## src/rtl/mul_result_writeback.sv

```systemverilog
// Result writeback buffer for the multiplier: picks the upper or lower half of each
// product and queues it with its destination tag in a small FIFO for the register file.
module mul_result_writeback #(
    parameter  int MUL_SIZE   = 32,
    parameter  int ADDER_SIZE = 2 * MUL_SIZE,
    parameter  int DEPTH      = 4,
    parameter  int TAG_W      = 5,
    localparam int CNT_W      = $clog2(DEPTH + 1)
) (
    input  logic                  clk,
    input  logic                  rst,
    input  logic [ADDER_SIZE-1:0] in_res,
    input  logic                  in_sel_high,
    input  logic [TAG_W-1:0]      in_tag,
    input  logic                  in_valid,
    output logic                  in_ready,
    output logic [MUL_SIZE-1:0]   out_data,
    output logic [TAG_W-1:0]      out_tag,
    output logic                  out_valid,
    input  logic                  out_ready,
    input  logic                  flush,
    output logic [CNT_W-1:0]      out_count
);

    localparam int               PTR_W    = $clog2(DEPTH);
    localparam logic [CNT_W-1:0] FULL_CNT = CNT_W'(DEPTH);
    localparam logic [CNT_W-1:0] CNT_ONE  = CNT_W'(1);
    localparam logic [PTR_W-1:0] PTR_ONE  = PTR_W'(1);

    typedef struct packed {
        logic [MUL_SIZE-1:0] data;
        logic [TAG_W-1:0]    tag;
    } entry_t;

    entry_t           mem_q [DEPTH];
    entry_t           wr_entry;
    entry_t           head;
    logic [PTR_W-1:0] wr_ptr_q, wr_ptr_d;
    logic [PTR_W-1:0] rd_ptr_q, rd_ptr_d;
    logic [CNT_W-1:0] count_q, count_d;
    logic             push;
    logic             pop;

    // Handshake flags come only from the count register, so out_ready never reaches in_ready.
    assign in_ready  = (count_q != FULL_CNT);
    assign out_valid = (count_q != '0);
    assign out_count = count_q;

    assign push = in_valid && in_ready && !flush;
    assign pop  = out_valid && out_ready && !flush;

    always_comb begin
        wr_entry.tag  = in_tag;
        wr_entry.data = in_sel_high ? MUL_SIZE'(in_res[ADDER_SIZE-1:MUL_SIZE])
                                    : in_res[MUL_SIZE-1:0];
    end

    // Masking the head with out_valid makes the outputs read zero during reset and when empty.
    assign head     = mem_q[rd_ptr_q];
    assign out_data = out_valid ? head.data : '0;
    assign out_tag  = out_valid ? head.tag  : '0;

    always_comb begin
        // NOTE: every always_comb output gets a default first, so no path can infer a latch.
        wr_ptr_d = wr_ptr_q;
        rd_ptr_d = rd_ptr_q;
        count_d  = count_q;
        if (flush) begin
            wr_ptr_d = '0;
            rd_ptr_d = '0;
            count_d  = '0;
        end else begin
            if (push) wr_ptr_d = wr_ptr_q + PTR_ONE;
            if (pop)  rd_ptr_d = rd_ptr_q + PTR_ONE;
            case ({push, pop})
                2'b10:   count_d = count_q + CNT_ONE;
                2'b01:   count_d = count_q - CNT_ONE;
                default: count_d = count_q;
            endcase
        end
    end

    // NOTE: sequential state uses non-blocking assignments so every register samples pre-edge values.
    always_ff @(posedge clk or posedge rst) begin
        if (rst) begin
            wr_ptr_q <= '0;
            rd_ptr_q <= '0;
            count_q  <= '0;
        end else begin
            wr_ptr_q <= wr_ptr_d;
            rd_ptr_q <= rd_ptr_d;
            count_q  <= count_d;
        end
    end

    // NOTE: the entry storage has no reset; stale words are never observed because the
    // outputs are masked by out_valid, which keeps the array a plain register file.
    always_ff @(posedge clk) begin
        if (push) mem_q[wr_ptr_q] <= wr_entry;
    end

endmodule

```

## config.mk

```make
export PLATFORM = sky130hd
export DESIGN_NAME = mul_result_writeback
export DESIGN_NICKNAME = d
export VERILOG_FILES = /design/src/rtl/mul_result_writeback.sv
export SDC_FILE = /design/constraint.sdc
export NUM_CORES = 1
export LEC_CHECK = 0
export CORE_MARGIN = 1
export CORE_UTILIZATION = 45
export DETAILED_ROUTE_END_ITERATION = 8
export PLACE_DENSITY = 0.7
export RECOVER_POWER = 50
export SYNTH_ARGS = -nofsm -noshare
export SYNTH_HDL_FRONTEND = slang
export SYNTH_SLANG_ARGS = --single-unit
```

## constraint.sdc

```tcl
create_clock -name clk -period 5.5 [get_ports clk]
set_clock_uncertainty 0.15 [all_clocks]
set_input_delay 0.55 -clock clk [delete_from_list [all_inputs] [get_ports clk]]
set_output_delay 0.55 -clock clk [all_outputs]
set_load 0.005 [all_outputs]
```

### Word-level counts from Yosys, hierarchy flattened

Memory sizes are Yosys's and may differ from the RTL's.
Cells that the tools add are included.

* register bits: 7
* RAM bits: 148
* input bits: 75
* word-level logic and storage cells: 31
* memories: 1

* $add $sub $neg: 4
* equality and inequality tests: 3
* mux-type cells: 11
* reduce and logical (&&, ||, !) cells: 9

Memory list
* mem_q: depth 4, width 37, rd ports 1, clocked after Yosys merged registers in 0, write ports 1, line 35 `entry_t mem_q [DEPTH];`

Operators with widths (count)
* 32-bit 2-to-1 mux: 2
* 2-bit 2-to-1 mux: 4
* 3-bit case mux with 2 select lines: 1
* 3-bit nonzero test: 2
* 5-bit 2-to-1 mux: 1
* 2-bit by 1-bit adder with 2-bit output, second input constant: 2
* 1-bit logical AND: 4
* 2-bit nonzero test: 2
* 3-bit by 1-bit adder with 3-bit output, second input constant: 1
* 3-bit 2-to-1 mux: 1
* 3-bit inequality test, second input constant: 1
* 3-bit by 1-bit subtractor with 3-bit output, second input constant: 1
* 2-bit by 1-bit == test with 1-bit output, second input constant: 1
* 2-bit == test, second input constant: 1
* 1-bit 2-to-1 mux: 2
* 1-bit zero test: 1

### Longest topological paths before layout

* depth after elaboration: 6
* depth in mapped cells: 7
* mapped depth without buffers: 6

### Worst setup path before layout

No wires, ideal clock.

* kind: input to register
* from: input port flush
* to: memory mem_q[0][0] in the netlist's numbering (enable)
* setup time: 0.398 ns
* arrival time: 2.001 ns
* setup slack: 2.951 ns
* stages: 3
* buffers on the path: 1
* cell sequence: clkbuf_1 > nor3_1 > and2_1

* cells in the longest elaborated chain, start to end: 4

RTL lines
* start: declaration: line 21 `input logic flush,`
* 1-bit zero test: line 49 `assign push = in_valid && in_ready && !flush;`
* 1-bit logical AND: line 49
* 1-bit 2-to-1 mux: line 99 `if (push) mem_q[wr_ptr_q] <= wr_entry;`
* 1-bit 2-to-1 mux (implied by the code): line 99
* end: declaration: line 35

No other way between the ends.

### Final worst setup path

* from: register rd_ptr_q[0]
* to: output port out_data[0]

* cells in the longest elaborated chain, start to end: 2

RTL lines
* start: declaration: line 39 `logic [PTR_W-1:0] rd_ptr_q, rd_ptr_d;`
* start signal: assignment: line 91 `rd_ptr_q <= rd_ptr_d;`
* memory 4 x 37 bit
* 32-bit 2-to-1 mux: line 60 `assign out_data = out_valid ? head.data : '0;`
* end: declaration: line 17 `output logic [MUL_SIZE-1:0] out_data,`

No other way between the ends.

==> out/results.ini <==
[clock_network]
hold_buffers = 0
cts.path.max_buffers = 2
post_cts_buffers = 0
cts_tree = built
h-tree-depth = 4
clock-sinks = 155
clk_pin_slew_worst_paths_ns = 0.06
cts_buffers = 17
cts_resized = 0
clkLatencyLatePin_ns = 0.41
cts_root_buffer = clkbuf_16

[drt]
drcViolationCount = 0
vias = 3386
dr.pass1.iters = 4
routed_wl_mm = 11.6
ant_nets = 0
avgViaCountPerCell = 5.24
drt-initial-drc-count = 180
avgRoutedWirePerCell_um = 18.0

[outcome]
violations = capacitance limit, slew limit
outcome = complete, but fails checks

[critical_path]
crit_required_ns = 4.80
crit_path_end_kind = primary output
critPathCapture = out_data[0]
r2r_cells = 3
cp-startpoint = rd_ptr_q[0]$_DFFE_PP0P_
path_max_fanout = 26
criticalPathCategory = flop to primary output
reg2reg_from = out_count[1]$_DFFE_PP0P_
rrSetupSlack_ns = 1.59
crit_chain = buf_4 > mux4_2 > nor2b_1 > clkdlybuf4s50_1
worstPathArrival_ns = 3.48
path_depth = 4
startpoint_type = flop
crit_path_max_incr_delay_ns = 1.44
cpMaxStageDelayCell = dfrtp_1
rr_endpoint = mem_q[0][25]$_DFFE_PP_
cpLargestDelayFamily = flip-flops
worst-path-buf-inv = 2

[job]
drv_cap = 3

[grt]
overflow = 0
grtUsageTotal_pct = 16.7
grt_max_degree = 39
grt_first_pass_wirelength_mm = 18.2
grt_pass1_vias = 3590
antenna_found_initial = 1

[synth]
yosysMostFrequentCell = edfxtp_1
synth_ff_type = edfxtp_1
synth-edff-count = 148
synth.avg_cell_area_um2 = 19.4
yosysSeqAreaShare_pct = 70.6
yosysTopAreaCell = edfxtp_1
synthTopCellsByCount = 148 x edfxtp_1, 37 x mux4_2, 37 x nor2b_1, 32 x mux2_1, 11 x buf_2
synthesis.nets = 417
syn-cell-area_mm2 = 0.00654
ys_warn_count = 0
ys_seq_elements = 155
async_flop_share_pct = 4.52
synth_area_leaders = edfxtp_1 68%, mux4_2 13%, mux2_1 5.5%
yosysTopAreaCellShare_pct = 67.9
synthCells = 337
ys_types = 36

[floorplan]
rows = 43
fp.coreArea_mm2 = 0.0140
die_w_um = 123
chipHeight_um = 123
ioPinCount = 117
die_area_mm2 = 0.0150
start_util_pct = 46.6

[power_and_ir_drop]
power_frac_comb_pct = 16.9
clockPowerShare_pct = 37.3
vdd_drop_max_uv = 218
p_int_mw = 2.37
swShare_pct = 22.3
seqPwrFrac_pct = 45.8
power.switching_mw = 0.680
powerDensity_mw_per_mm2 = 363
p_leak_nw = 2.71

[timing]
setup_viol = 0
slew_headroom_pct = -84.9
post-route-period-util_pct = 76.1
setup_tns_ns = 0
worst_pin_slew_ns = 2.77
period_minus_slack_ns = 4.18
hold_viol = 0
rsz0062_at_grt = no
slew_viol_final = 98
clock.fmax_mhz = 239

[placement]
gp_congestion = 0.758
hpwl_mm = 7.00
portBuffers = 116
place_area_mm2 = 0.00784

[cells_and_area]
nets = 533
drive_gt1_share_pct = 16.3
syn_to_final_growth_pct = 28.6
fin_area_mm2 = 0.00841

[hold_path]
min_path_type = input port to async pin

[cell families (layout without fill, tap and decap cells)]
group | Yosys count | count (layout) | share of synthesized area (%)
buf+inv | 28 | 156 | 2.16
xor+xnor | 3 | 3 | 0.402
flops | 155 | 155 | 70.6
compound gates | 18 | 18 | 1.86
mux | 70 | 70 | 18.4
simple gates | 58 | 58 | 5.49
other cells | 0 | 1 | 0
fa+ha+maj | 5 | 5 | 1.07
[cell type report]
| class | instances | area, µm² |
|---|---|---|
| multi-input combinational | 154 | 1790 |
| antenna | 1 | 2.50 |
| sequential | 155 | 4620 |
| clock buffer | 18 | 429 |
| fill | 1028 | 5630 |
| inverter | 7 | 26.3 |
| timing repair buffer | 118 | 1170 |
| tap | 180 | 225 |
| clock inverter | 13 | 153 |
[worst min-delay path by stage]
stage	from	endpoint	slack, ns
finish	rst	out_count[0]$_DFFE_PP0P_	0.37
global route	rst	out_count[0]$_DFFE_PP0P_	0.40
CTS	rst	out_count[0]$_DFFE_PP0P_	0.22
detailed placement	wr_ptr_q[0]$_DFFE_PP0P_	wr_ptr_q[0]$_DFFE_PP0P_	0.44
global placement	wr_ptr_q[1]$_DFFE_PP0P_	wr_ptr_q[1]$_DFFE_PP0P_	0.43
floorplan	rst	out_count[0]$_DFFE_PP0P_	0.20
[placed cells by master, fill, tap and decap left out, drive strengths merged, types with 2 or more instances in the layout]
master and n:
a2111oi 2, a21oi 5, and2 4, buf 2
bufinv 3, clkbuf 19, clkdlybuf4s50 104, clkinv 6
clkinvlp 4, dfrtp 7, dlygate4sd3 11, edfxtp 148
ha 4, inv 7, mux2 33, mux4 37
nand2 2, nand2b 3, nand3 3, nor2 2
nor2b 37, nor3 3, nor3b 3, o21ai 4
xor2 2
[worst register-to-register path, cell delays in order, from the launching register on]
cell and delay, ns:
dfrtp_1 0.65, nor3b_1 0.20, nor3_1 0.37, and2_0 2.09
[per-layer routing]
metal / GRT usage, % / vias up / wire, µm
met2: 27.4 / 83 / 5780
li1: - / 1570 / -
met1: 21.7 / 1720 / 5250
met4: 6.17 / 0 / 146
met3: 4.18 / 13 / 448
met5: 0 / - / 0
[power by group through the flow]
| stage | Sequential, mW | Combinational, mW | Clock (mW) |
|---|---|---|---|
| after detailed placement | 1.43 | 0.525 | 0 |
| final | 1.40 | 0.516 | 1.14 |
| after global routing | 1.41 | 0.563 | 1.20 |
| after floorplan | 1.38 | 0.308 | 0 |
| after CTS | 1.40 | 0.527 | 1.15 |
| after global placement | 1.42 | 0.517 | 0 |
[registers in the layout, summed over array words and instances (netlist names)]
signal,cells
mem_q,148
out_count,3
wr_ptr_q,2
rd_ptr_q,2
[metrics by stage]
stage / hold slack (ns) / worst slack [ns] / util (%) / total power [mW] / instances
after floorplan: 0.203 / 2.95 / - / 1.69 / 337
after global placement: 0.431 / 2.20 / 55.8 / 1.94 / 614
after detailed placement: 0.442 / 2.19 / 55.8 / 1.95 / 614
after CTS: 0.223 / 1.74 / 59.9 / 3.08 / 645
after global routing: 0.403 / 0.939 / 59.9 / 3.17 / 645
final: 0.366 / 1.32 / 59.9 / 3.05 / 646
Note: power is estimated with default switching activity, not from simulation.
